### config.mk
export PLATFORM = sky130hd
export DESIGN_NAME = uart_fifo_core
export DESIGN_NICKNAME = d
export VERILOG_FILES = /design/src/rtl/uart_fifo_core.sv
export SDC_FILE = /design/constraint.sdc
export NUM_CORES = 1
export LEC_CHECK = 0
export BUFFER_PORTS_ARGS = -buffer_cell sky130_fd_sc_hd__buf_2
export CORE_MARGIN = 8
export CORE_UTILIZATION = 40
export DETAILED_ROUTE_END_ITERATION = 8
export MAX_ROUTING_LAYER = met4
export SLEW_MARGIN = 20
export SYNTH_ARGS = -nofsm -noshare
export SYNTH_HDL_FRONTEND = slang
export SYNTH_SLANG_ARGS = --single-unit
### constraint.sdc
create_clock -name clk_i -period 4.95 [get_ports clk_i]
set_clock_uncertainty 0.1 [all_clocks]
set_input_delay 0.495 -clock clk_i [delete_from_list [all_inputs] [get_ports clk_i]]
set_output_delay 0.495 -clock clk_i [all_outputs]
set_load 0.02 [all_outputs]
### src/rtl/uart_fifo_core.sv
// uart_fifo_core: UART transceiver with baud generator, RX glitch filter,
// TX/RX framing engines and TX/RX FIFOs on valid/ready streams.
// Ports:
//   clk_i, rst_i                     clock, asynchronous active-high reset
//   rx_i / tx_o                      serial lines
//   tx_data_i/tx_valid_i/tx_ready_o  TX stream into the TX FIFO
//   rx_data_o/rx_valid_o/rx_ready_i  RX stream from the show-ahead RX FIFO
//   tx_en_i, rx_en_i                 allow frame starts / start detection
//   parity_en_i, parity_odd_i        parity present / odd parity
//   stop2_i                          TX sends two stop bits
//   bauds_lim_i                      baud tick period minus 1
//   err_clr_i                        clear sticky error flags
//   tx_done_o, rx_done_o             end-of-frame pulses
//   tx_busy_o                        TX engine active
//   tx_level_o, rx_level_o           FIFO occupancy
//   frame_err_o, parity_err_o, overrun_o  sticky error flags
module uart_fifo_core #(
  parameter int DATA_W     = 8,
  parameter int OVS        = 16,
  parameter int FIFO_DEPTH = 8
) (
  input  logic                        clk_i,
  input  logic                        rst_i,
  input  logic                        rx_i,
  output logic                        tx_o,
  input  logic [DATA_W-1:0]           tx_data_i,
  input  logic                        tx_valid_i,
  output logic                        tx_ready_o,
  output logic [DATA_W-1:0]           rx_data_o,
  output logic                        rx_valid_o,
  input  logic                        rx_ready_i,
  input  logic                        tx_en_i,
  input  logic                        rx_en_i,
  input  logic                        parity_en_i,
  input  logic                        parity_odd_i,
  input  logic                        stop2_i,
  input  logic [15:0]                 bauds_lim_i,
  input  logic                        err_clr_i,
  output logic                        tx_done_o,
  output logic                        rx_done_o,
  output logic                        tx_busy_o,
  output logic [$clog2(FIFO_DEPTH):0] tx_level_o,
  output logic [$clog2(FIFO_DEPTH):0] rx_level_o,
  output logic                        frame_err_o,
  output logic                        parity_err_o,
  output logic                        overrun_o
);
  localparam int AW = $clog2(FIFO_DEPTH);
  localparam int LW = AW + 1;
  localparam int CW = $clog2(OVS);
  localparam logic [CW-1:0] BIT_LAST  = CW'(OVS - 1);
  localparam logic [CW-1:0] HALF_LAST = CW'(OVS / 2 - 1);
  localparam logic [3:0]    DATA_LAST = 4'(DATA_W - 1);
  localparam logic [LW-1:0] FULL_CNT  = LW'(FIFO_DEPTH);

  typedef enum logic [2:0] {S_IDLE, S_START, S_DATA, S_PARITY, S_STOP} state_t;

  // ---------------- baud generator ----------------
  // The limit is only reloaded at a wrap (or while stopped) so a new period
  // never truncates a tick interval already in progress.
  logic [15:0] baud_cnt_reg, baud_lim_reg;
  logic        baud_run, tick;

  assign baud_run = tx_en_i | rx_en_i | tx_busy_o;
  assign tick     = baud_run && (baud_cnt_reg == baud_lim_reg);

  always_ff @(posedge clk_i or posedge rst_i) begin
    if (rst_i) begin
      baud_cnt_reg <= '0;
      baud_lim_reg <= '0;
    end else if (!baud_run || tick) begin
      baud_cnt_reg <= '0;
      baud_lim_reg <= bauds_lim_i;
    end else begin
      baud_cnt_reg <= baud_cnt_reg + 16'd1;
    end
  end

  // ---------------- TX FIFO ----------------
  logic [DATA_W-1:0] tx_mem [FIFO_DEPTH];
  logic [AW-1:0]     tx_wr_reg, tx_rd_reg;
  logic [LW-1:0]     tx_cnt_reg, tx_cnt_next;
  logic              tx_rdy_reg, tx_push, tx_start;
  logic [DATA_W-1:0] tx_head;

  assign tx_push    = tx_valid_i & tx_rdy_reg;
  assign tx_head    = tx_mem[tx_rd_reg];
  assign tx_ready_o = tx_rdy_reg;
  assign tx_level_o = tx_cnt_reg;

  always_comb begin
    tx_cnt_next = tx_cnt_reg;
    if (tx_push && !tx_start)      tx_cnt_next = tx_cnt_reg + LW'(1);
    else if (!tx_push && tx_start) tx_cnt_next = tx_cnt_reg - LW'(1);
  end

  always_ff @(posedge clk_i or posedge rst_i) begin
    if (rst_i) begin
      tx_wr_reg  <= '0;
      tx_rd_reg  <= '0;
      tx_cnt_reg <= '0;
      tx_rdy_reg <= 1'b0;
    end else begin
      if (tx_push)  tx_wr_reg <= tx_wr_reg + AW'(1);
      if (tx_start) tx_rd_reg <= tx_rd_reg + AW'(1);
      tx_cnt_reg <= tx_cnt_next;
      // Ready comes from the registered next count: no path from the pop side.
      tx_rdy_reg <= (tx_cnt_next != FULL_CNT);
    end
  end

  always_ff @(posedge clk_i) begin
    if (tx_push) tx_mem[tx_wr_reg] <= tx_data_i;
  end

  // ---------------- TX FSM ----------------
  state_t            tx_state_reg, tx_state_next;
  logic [CW-1:0]     tx_tick_reg;
  logic [3:0]        tx_bit_reg;
  logic [DATA_W-1:0] tx_sh_reg;
  logic              tx_par_reg, tx_par_en_reg, tx_stop2_reg, tx_line_reg;
  logic              tx_bit_end, tx_last_data, tx_last_stop;

  assign tx_start     = (tx_state_reg == S_IDLE) && tick && tx_en_i && (tx_cnt_reg != '0);
  assign tx_bit_end   = tick && (tx_tick_reg == BIT_LAST);
  assign tx_last_data = (tx_bit_reg == DATA_LAST);
  assign tx_last_stop = (tx_bit_reg == {3'b000, tx_stop2_reg});
  assign tx_o         = tx_line_reg;

  always_ff @(posedge clk_i or posedge rst_i) begin
    if (rst_i) tx_state_reg <= S_IDLE;
    else       tx_state_reg <= tx_state_next;
  end

  always_comb begin
    tx_state_next = tx_state_reg;
    case (tx_state_reg)
      S_IDLE:   if (tx_start) tx_state_next = S_START;
      S_START:  if (tx_bit_end) tx_state_next = S_DATA;
      S_DATA:   if (tx_bit_end && tx_last_data) tx_state_next = tx_par_en_reg ? S_PARITY : S_STOP;
      S_PARITY: if (tx_bit_end) tx_state_next = S_STOP;
      S_STOP:   if (tx_bit_end && tx_last_stop) tx_state_next = S_IDLE;
      default:  tx_state_next = S_IDLE;
    endcase
  end

  always_comb begin
    tx_busy_o = (tx_state_reg != S_IDLE);
    tx_done_o = (tx_state_reg == S_STOP) && tx_bit_end && tx_last_stop;
  end

  // Line value is registered and updated at each bit boundary.
  always_ff @(posedge clk_i or posedge rst_i) begin
    if (rst_i) begin
      tx_tick_reg   <= '0;
      tx_bit_reg    <= '0;
      tx_sh_reg     <= '0;
      tx_par_reg    <= 1'b0;
      tx_par_en_reg <= 1'b0;
      tx_stop2_reg  <= 1'b0;
      tx_line_reg   <= 1'b1;
    end else if (tx_start) begin
      tx_sh_reg     <= tx_head;
      tx_par_reg    <= (^tx_head) ^ parity_odd_i;
      tx_par_en_reg <= parity_en_i;
      tx_stop2_reg  <= stop2_i;
      tx_tick_reg   <= '0;
      tx_bit_reg    <= '0;
      tx_line_reg   <= 1'b0;
    end else if ((tx_state_reg != S_IDLE) && tick) begin
      if (tx_tick_reg == BIT_LAST) begin
        tx_tick_reg <= '0;
        case (tx_state_reg)
          S_START: begin
            tx_bit_reg  <= '0;
            tx_line_reg <= tx_sh_reg[0];
          end
          S_DATA: begin
            if (tx_last_data) begin
              tx_bit_reg  <= '0;
              tx_line_reg <= tx_par_en_reg ? tx_par_reg : 1'b1;
            end else begin
              tx_bit_reg  <= tx_bit_reg + 4'd1;
              tx_sh_reg   <= tx_sh_reg >> 1;
              tx_line_reg <= tx_sh_reg[1];
            end
          end
          S_PARITY: begin
            tx_bit_reg  <= '0;
            tx_line_reg <= 1'b1;
          end
          S_STOP: begin
            tx_bit_reg  <= tx_bit_reg + 4'd1;
            tx_line_reg <= 1'b1;
          end
          default: tx_line_reg <= 1'b1;
        endcase
      end else begin
        tx_tick_reg <= tx_tick_reg + CW'(1);
      end
    end
  end

  // ---------------- RX input filter ----------------
  // Two-flop synchroniser, 3-sample window, registered majority vote.
  // Everything resets to the idle level so reset never looks like a start.
  logic       rx_sync1_reg, rx_sync2_reg, rx_filt_reg;
  logic [2:0] rx_win_reg;

  always_ff @(posedge clk_i or posedge rst_i) begin
    if (rst_i) begin
      rx_sync1_reg <= 1'b1;
      rx_sync2_reg <= 1'b1;
      rx_win_reg   <= 3'b111;
      rx_filt_reg  <= 1'b1;
    end else begin
      rx_sync1_reg <= rx_i;
      rx_sync2_reg <= rx_sync1_reg;
      rx_win_reg   <= {rx_win_reg[1:0], rx_sync2_reg};
      rx_filt_reg  <= (rx_win_reg[0] & rx_win_reg[1]) | (rx_win_reg[0] & rx_win_reg[2]) |
                      (rx_win_reg[1] & rx_win_reg[2]);
    end
  end

  // ---------------- RX FSM ----------------
  state_t            rx_state_reg, rx_state_next;
  logic [CW-1:0]     rx_tick_reg;
  logic [3:0]        rx_bit_reg;
  logic [DATA_W-1:0] rx_sh_reg;
  logic              rx_par_bit_reg, rx_par_en_reg, rx_par_odd_reg;
  logic              rx_start, rx_half, rx_samp, rx_last_data;
  logic              rx_stop_ok, rx_stop_bad, rx_par_bad, rx_push, rx_pop, rx_full, rx_ovr_set;

  assign rx_start     = (rx_state_reg == S_IDLE) && tick && rx_en_i && !rx_filt_reg;
  assign rx_half      = tick && (rx_tick_reg == HALF_LAST);
  assign rx_samp      = tick && (rx_tick_reg == BIT_LAST);
  assign rx_last_data = (rx_bit_reg == DATA_LAST);

  always_ff @(posedge clk_i or posedge rst_i) begin
    if (rst_i) rx_state_reg <= S_IDLE;
    else       rx_state_reg <= rx_state_next;
  end

  always_comb begin
    rx_state_next = rx_state_reg;
    case (rx_state_reg)
      S_IDLE:   if (rx_start) rx_state_next = S_START;
      // Re-sample mid start bit; a high line here was only noise.
      S_START:  if (rx_half) rx_state_next = rx_filt_reg ? S_IDLE : S_DATA;
      S_DATA:   if (rx_samp && rx_last_data) rx_state_next = rx_par_en_reg ? S_PARITY : S_STOP;
      S_PARITY: if (rx_samp) rx_state_next = S_STOP;
      S_STOP:   if (rx_samp) rx_state_next = S_IDLE;
      default:  rx_state_next = S_IDLE;
    endcase
  end

  always_comb begin
    rx_stop_ok  = (rx_state_reg == S_STOP) && rx_samp && rx_filt_reg;
    rx_stop_bad = (rx_state_reg == S_STOP) && rx_samp && !rx_filt_reg;
    rx_par_bad  = rx_par_en_reg && ((^rx_sh_reg) ^ rx_par_bit_reg ^ rx_par_odd_reg);
    // A full FIFO still accepts the frame if its head leaves this cycle.
    rx_push     = rx_stop_ok && (!rx_full || rx_pop);
    rx_ovr_set  = rx_stop_ok && rx_full && !rx_pop;
    rx_done_o   = rx_push;
  end

  always_ff @(posedge clk_i or posedge rst_i) begin
    if (rst_i) begin
      rx_tick_reg    <= '0;
      rx_bit_reg     <= '0;
      rx_sh_reg      <= '0;
      rx_par_bit_reg <= 1'b0;
      rx_par_en_reg  <= 1'b0;
      rx_par_odd_reg <= 1'b0;
    end else if (rx_start) begin
      rx_tick_reg    <= '0;
      rx_bit_reg     <= '0;
      rx_par_en_reg  <= parity_en_i;
      rx_par_odd_reg <= parity_odd_i;
    end else if ((rx_state_reg != S_IDLE) && tick) begin
      if ((rx_state_reg == S_START) ? (rx_tick_reg == HALF_LAST) : (rx_tick_reg == BIT_LAST)) begin
        rx_tick_reg <= '0;
        if (rx_state_reg == S_DATA) begin
          rx_sh_reg  <= {rx_filt_reg, rx_sh_reg[DATA_W-1:1]};
          rx_bit_reg <= rx_last_data ? 4'd0 : rx_bit_reg + 4'd1;
        end
        if (rx_state_reg == S_PARITY) rx_par_bit_reg <= rx_filt_reg;
      end else begin
        rx_tick_reg <= rx_tick_reg + CW'(1);
      end
    end
  end

  // ---------------- RX FIFO (show-ahead) ----------------
  logic [DATA_W-1:0] rx_mem [FIFO_DEPTH];
  logic [AW-1:0]     rx_wr_reg, rx_rd_reg;
  logic [LW-1:0]     rx_cnt_reg;

  assign rx_full    = (rx_cnt_reg == FULL_CNT);
  assign rx_valid_o = (rx_cnt_reg != '0);
  assign rx_pop     = rx_valid_o & rx_ready_i;
  assign rx_data_o  = rx_valid_o ? rx_mem[rx_rd_reg] : '0;
  assign rx_level_o = rx_cnt_reg;

  always_ff @(posedge clk_i or posedge rst_i) begin
    if (rst_i) begin
      rx_wr_reg  <= '0;
      rx_rd_reg  <= '0;
      rx_cnt_reg <= '0;
    end else begin
      if (rx_push) rx_wr_reg <= rx_wr_reg + AW'(1);
      if (rx_pop)  rx_rd_reg <= rx_rd_reg + AW'(1);
      if (rx_push && !rx_pop)      rx_cnt_reg <= rx_cnt_reg + LW'(1);
      else if (!rx_push && rx_pop) rx_cnt_reg <= rx_cnt_reg - LW'(1);
    end
  end

  always_ff @(posedge clk_i) begin
    if (rx_push) rx_mem[rx_wr_reg] <= rx_sh_reg;
  end

  // ---------------- sticky errors (set beats clear) ----------------
  always_ff @(posedge clk_i or posedge rst_i) begin
    if (rst_i) begin
      frame_err_o  <= 1'b0;
      parity_err_o <= 1'b0;
      overrun_o    <= 1'b0;
    end else begin
      frame_err_o  <= rx_stop_bad | (frame_err_o & ~err_clr_i);
      parity_err_o <= (rx_stop_ok & rx_par_bad) | (parity_err_o & ~err_clr_i);
      overrun_o    <= rx_ovr_set | (overrun_o & ~err_clr_i);
    end
  end

endmodule

# Word level (Yosys, flattened, before mapping)

Memory sizes are Yosys's and may differ from the RTL's.
Index checks and enable logic that the tools add are counted.

$add $sub $neg: 13
Equal/unequal tests: 28
Muxes and demuxes: 53
Bitwise operators: 21
Reductions and logical operators: 62

Operator list:

| operator                                                               | count |
|---|---|
| 4-bit 2-to-1 mux                                                       | 19 |
| 8-bit 2-to-1 mux                                                       | 6 |
| 3-bit 2-to-1 mux                                                       | 12 |
| 3-bit case mux with 5 select lines                                     | 2 |
| 1-bit logical AND                                                      | 28 |
| 4-bit by 1-bit adder with 4-bit output (second input constant)         | 6 |
| 2-bit inequality test (second input constant)                          | 11 |
| 16-bit by 1-bit adder with 16-bit output (second input constant)       | 1 |
| 16-bit equality test                                                   | 1 |
| 16-bit 2-to-1 mux                                                      | 1 |
| 8-bit XOR reduction                                                    | 2 |
| 2-bit nonzero test                                                     | 7 |
| 3-bit by 1-bit adder with 3-bit output (second input constant)         | 4 |
| 3-bit by 2-bit equality test with 1-bit output (second input constant) | 4 |
| 4-bit by 3-bit equality test with 1-bit output (second input constant) | 3 |
| 4-bit equality test (second input constant)                            | 3 |
| 4-bit case mux with 3 select lines                                     | 1 |
| 4-bit AND reduction                                                    | 3 |
| 4-bit nonzero test                                                     | 3 |
| 1-bit 2-to-1 mux                                                       | 10 |
| 5-bit AND reduction                                                    | 2 |
| 1-bit AND                                                              | 9 |
| 4-bit by 1-bit subtractor with 4-bit output (second input constant)    | 2 |
| 1-bit logical NOT                                                      | 7 |
| 15 further kinds                                                       | 30 |

Register bits: 107
Memory bits (writable): 128
Input bits: 35
Output and inout bits: 25
Logic and storage cells: 210
Memories kept: 2

Memories:

| name   | words | width | read ports | clocked after memory_dff | write ports | line | source |
|---|---|---|---|---|---|---|---|
| rx_mem | 8     | 8     | 1          | 0                        | 1           | 295  | `logic [DATA_W-1:0] rx_mem [FIFO_DEPTH];` |
| tx_mem | 8     | 8     | 1          | 0                        | 1           | 80   | `logic [DATA_W-1:0] tx_mem [FIFO_DEPTH];` |

# Depth between registers and ports, before layout

Depth after elaboration: 11
Depth in mapped cells: 15

# Worst setup path before layout

Ideal clock, no wire load.

Kind: reg2reg
Start point: register baud_cnt_reg[11]
End point: register rx_cnt_reg[3] (netlist: rx_level_o[3])
Arrival time: 3.019 ns
Path slack: 1.698 ns
Cell stages (with the launch flop): 15
Buffers on the path: 1
Path through: dfrtp_1 xnor2_1 nand4_1 nor4_2 nor2b_1 and3_1 clkbuf_1 ha_1 inv_1 ha_1 a21o_1 a21oi_1 xnor2_1 nor2_1 xor2_1

Cells in the longest elaborated chain, start to end: 9

Ends and longest elaborated chain:

| item                                | line | source |
|---|---|---|
| from (decl)                         | 61   | `logic [15:0] baud_cnt_reg, baud_lim_reg;` |
| from (signal assigned)              | 75   | `baud_cnt_reg <= baud_cnt_reg + 16'd1;` |
| 16-bit equality test (*)            | 65   | `assign tick = baud_run && (baud_cnt_reg == baud_lim_reg);` |
| 1-bit logical AND (*)               | 65   |  |
| 1-bit logical AND (*)               | 236  | `assign rx_samp = tick && (rx_tick_reg == BIT_LAST);` |
| 1-bit logical AND (*) (2 in series) | 258  | `rx_stop_ok = (rx_state_reg == S_STOP) && rx_samp && rx_filt_reg;` |
| 1-bit logical AND (*)               | 262  | `rx_push = rx_stop_ok && (!rx_full \|\| rx_pop);` |
| net rx_done_o                       | 40   | `output logic rx_done_o,` |
| 1-bit logical NOT                   | 314  | `else if (!rx_push && rx_pop) rx_cnt_reg <= rx_cnt_reg - LW'(1);` |
| 1-bit logical AND                   | 314  |  |
| 2-bit nonzero test (no source line) | -    |  |
| to (signal assigned)                | 313  | `if (rx_push && !rx_pop) rx_cnt_reg <= rx_cnt_reg + LW'(1);` |
| to (signal assigned)                | 314  |  |
| to (decl)                           | 297  | `logic [LW-1:0] rx_cnt_reg;` |

The timed path passes the listed nets; every way through them passes the cells marked *.
A chain may end at the register's enable or synchronous reset.

# Worst setup path in the final report

Start point: register baud_cnt_reg[2]
End point: register rx_cnt_reg[3] (netlist: rx_level_o[3])

Cells in the longest elaborated chain, start to end: 9

Ends and longest elaborated chain:

| item                                | line |
|---|---|
| 16-bit equality test (*)            | 65 |
| 1-bit logical AND (*)               | 65 |
| 1-bit logical AND (*)               | 236 |
| 1-bit logical AND (*) (2 in series) | 258 |
| 1-bit logical AND (*)               | 262 |
| 1-bit logical NOT                   | 314 |
| 1-bit logical AND                   | 314 |
| 2-bit nonzero test (no source line) | - |

Mark *: on every way between the ends. The rest lies on a longest branch, timed or not.

==> metrics.txt <==
gr ovfl total 0; post-cts gate resize count 0; commonest non-fill, non-tap cell in the layout edfxtp_1; Post-synth ARST share 45.5%; vias in the first global route 6034; Startpoint Class flip-flop; Worst EP required 5.26 ns; Avg Inst Size Synth 14.2 um2; RePlAce Congestion 0.785; PD cells 399 nW/um2; initial antenna violation count 0; CTS tree yes; GRT Overall Usage 12.9%; drt wl/cell 16.8 um; Root Driver clkbuf_16; first-pass GRT wire length 31800 um; CTS Buf Count 26; Slowest cell on crit path dfrtp_1; clk_lat worst skew 0.53 ns; die width 177 um; Initial Util 40.2%; Final setup viols 0; I/O Buffers 59; most frequent cells in the layout edfxtp_1 (128), dfrtp_1 (99), nand2_1 (72); clk slew on worst S/H paths 0.06 ns; Synth warnings 0; HPWL after DPL 12800 um; Layout area overhead 14.3%; RSZ-0062 raised after global routing false; Via Count 5878; Final TNS setup 0 ns; Remaining DRCs 0; WS Path Type flip-flop to flip-flop; # diodes 0; Tmin final 3.41 ns; worst-path cell chain xnor2_1, nand4_1, nor4_2, buf_4, nor2b_1, buf_4, and3_1, ha_1, inv_1, ha_1, a21o_1, a21oi_1, xnor2_1, nor2_1, xor2_1; max_cap viols 0; critical path launch point baud_cnt_reg[2]; io pins 60; status finished, final reports clean; Cell Area, Synth 10300 um2; remaining antenna violation count after routing 0; worst-case vdd ir drop 0.000268 V; Fmax 293 MHz; H-tree lvl count 1; Tcrit/Tclk final 68.9%; Seq/Total Area, Yosys 63.2%; count of flip-flops with a built-in enable after synthesis 128; Gate Count Post-Synth 729; biggest regs rx_mem x64, tx_mem x64; FP Rows 59; final WL 19300 um; Seq cells post-synth 235; Nets 848; CP max stage delay 0.43 ns; via/cell ratio 5.10; # clock sinks 235; share of cells above drive strength 1 22.7%; Synth Net Count 779; hold_ws 0.0697 ns; worst flop-to-flop path startpoint baud_cnt_reg[2]; Die Y 177 um; Setup crit end kind flip-flop; final hold vios 0; Layout fillers 2330; HP Class primary input to asynchronous set/reset pin; Slew headroom 37.4%; Netlist cell types 59; worst path arrival time 3.72 ns; CP max FO 15; initial DRC count 336; max-slew violations 0; clock buffer depth 3; total leakage power 4.62 nW; Initial DRT Pass Iterations 4; floorplan core area 25700 um2; worst slew pin tran 0.938 ns; Top FF cell, synth edfxtp_1; FF-to-FF path depth 15; largest net degree at the start of global routing 75; total die area 31200 um2
==> cell families (layout without fill, tap and decap cells) <==
logic type | Yosys count | after routing | synth area share [%]
mux | 85 | 85 | 12.9
xor+xnor | 65 | 65 | 5.73
flops | 235 | 235 | 63.2
compound gates | 75 | 75 | 4.50
simple gates | 202 | 202 | 9.24
fa+ha+maj | 18 | 18 | 2.18
buf+inv | 49 | 138 | 2.22
==> layer usage <==
layer / global-route usage (%) / routed length, um
met5: - / 0
met3: 2.13 / 755
met2: 20.5 / 9180
met4: 3.08 / 320
met1: 17.0 / 9070
==> final timing paths <==
path                                         to  slack (ns)
worst max-delay path              rx_level_o[3]        1.54
worst min-delay path            baud_cnt_reg[5]        0.07
worst max register to register    rx_level_o[3]        1.54
worst min register to register     rx_sync2_reg        0.25
max in group asynchronous         rx_win_reg[2]        3.62
min in group clk_i                    overrun_o        0.08
==> timing repair <==
item	CTS	global route
endpoints found under the hold margin	1	0
hold buffers	1	0
setup buffers	0	0
==> critical path, delay by kind of cell (launching register included) <==
family,cells,cell delay [ns]
AND/OR/NAND/NOR,5,0.95
AO/OA/AOI/OAI,2,0.34
adder cells (fa/ha/maj),2,0.51
XOR/XNOR,3,0.43
flip-flops,1,0.43
buffers and inverters,3,0.52
==> final cells by class <==
| class | instances | area [um2] | share of cell area [%] |
|---|---|---|---|
| sequential | 235 | 6530 | 55.3 |
| clock buffer | 43 | 754 | 6.39 |
| multi-input combinational | 445 | 3600 | 30.5 |
| tap | 335 | 419 | 3.55 |
| timing repair buffer | 71 | 388 | 3.28 |
| inverter | 19 | 73.8 | 0.625 |
| clock inverter | 5 | 45.0 | 0.381 |
==> per-stage QoR <==
stage	power, mW	instances	setup slack, ns	area (um2)	utilization [%]
detailed placement	2.98	1104	1.52	11000	42.8
floorplan	2.80	729	1.55	10300	-
finish	4.72	1153	1.54	11800	46.0
global placement	2.97	1104	1.54	11000	42.8
global route	4.94	1153	1.22	11800	46.0
CTS	4.78	1153	1.48	11800	46.0
==> power by group <==
group	internal, mW	total [mW]	switching (mW)
registers	2.25	2.40	0.152
clock network	1.04	1.79	0.747
logic	0.245	0.533	0.288
total	3.53	4.72	1.19
==> synthesized netlist by cell type, types with 2 or more instances <==
cell | instances | area share (%)
xnor2_1 | 43 | 3.6
o21ai_0 | 30 | 1.5
nand4_1 | 8 | 0.48
mux4_2 | 23 | 5.0
maj3_1 | 3 | 0.29
and3_1 | 8 | 0.48
nand2b_1 | 6 | 0.36
o22ai_1 | 2 | 0.12
mux2i_1 | 18 | 1.7
dfstp_2 | 7 | 1.8
mux4_1 | 9 | 2.3
a22o_1 | 4 | 0.34
a32o_1 | 2 | 0.19
nor3_1 | 13 | 0.63
mux2_2 | 33 | 3.6
nand3_1 | 26 | 1.3
nor4_2 | 2 | 0.24
nor3b_1 | 2 | 0.15
nor2b_1 | 4 | 0.24
nor2_1 | 45 | 1.6
inv_1 | 19 | 0.69
o31ai_1 | 2 | 0.15
edfxtp_1 | 128 | 37
mux2_4 | 2 | 0.29
nand3b_1 | 2 | 0.15
a21oi_1 | 15 | 0.73
nand2_1 | 72 | 2.6
buf_1 | 3 | 0.11
and2_1 | 5 | 0.30
clkbuf_1 | 15 | 0.54
o32ai_1 | 4 | 0.34
a211o_1 | 2 | 0.17
a31oi_1 | 4 | 0.24
dfrtp_1 | 100 | 24
or2_2 | 2 | 0.12
ha_1 | 14 | 1.7
xor2_1 | 19 | 1.6
buf_6 | 2 | 0.22
buf_2 | 8 | 0.39
or3_1 | 2 | 0.12
xnor2_2 | 3 | 0.47
(Power assumes the default switching activity.)
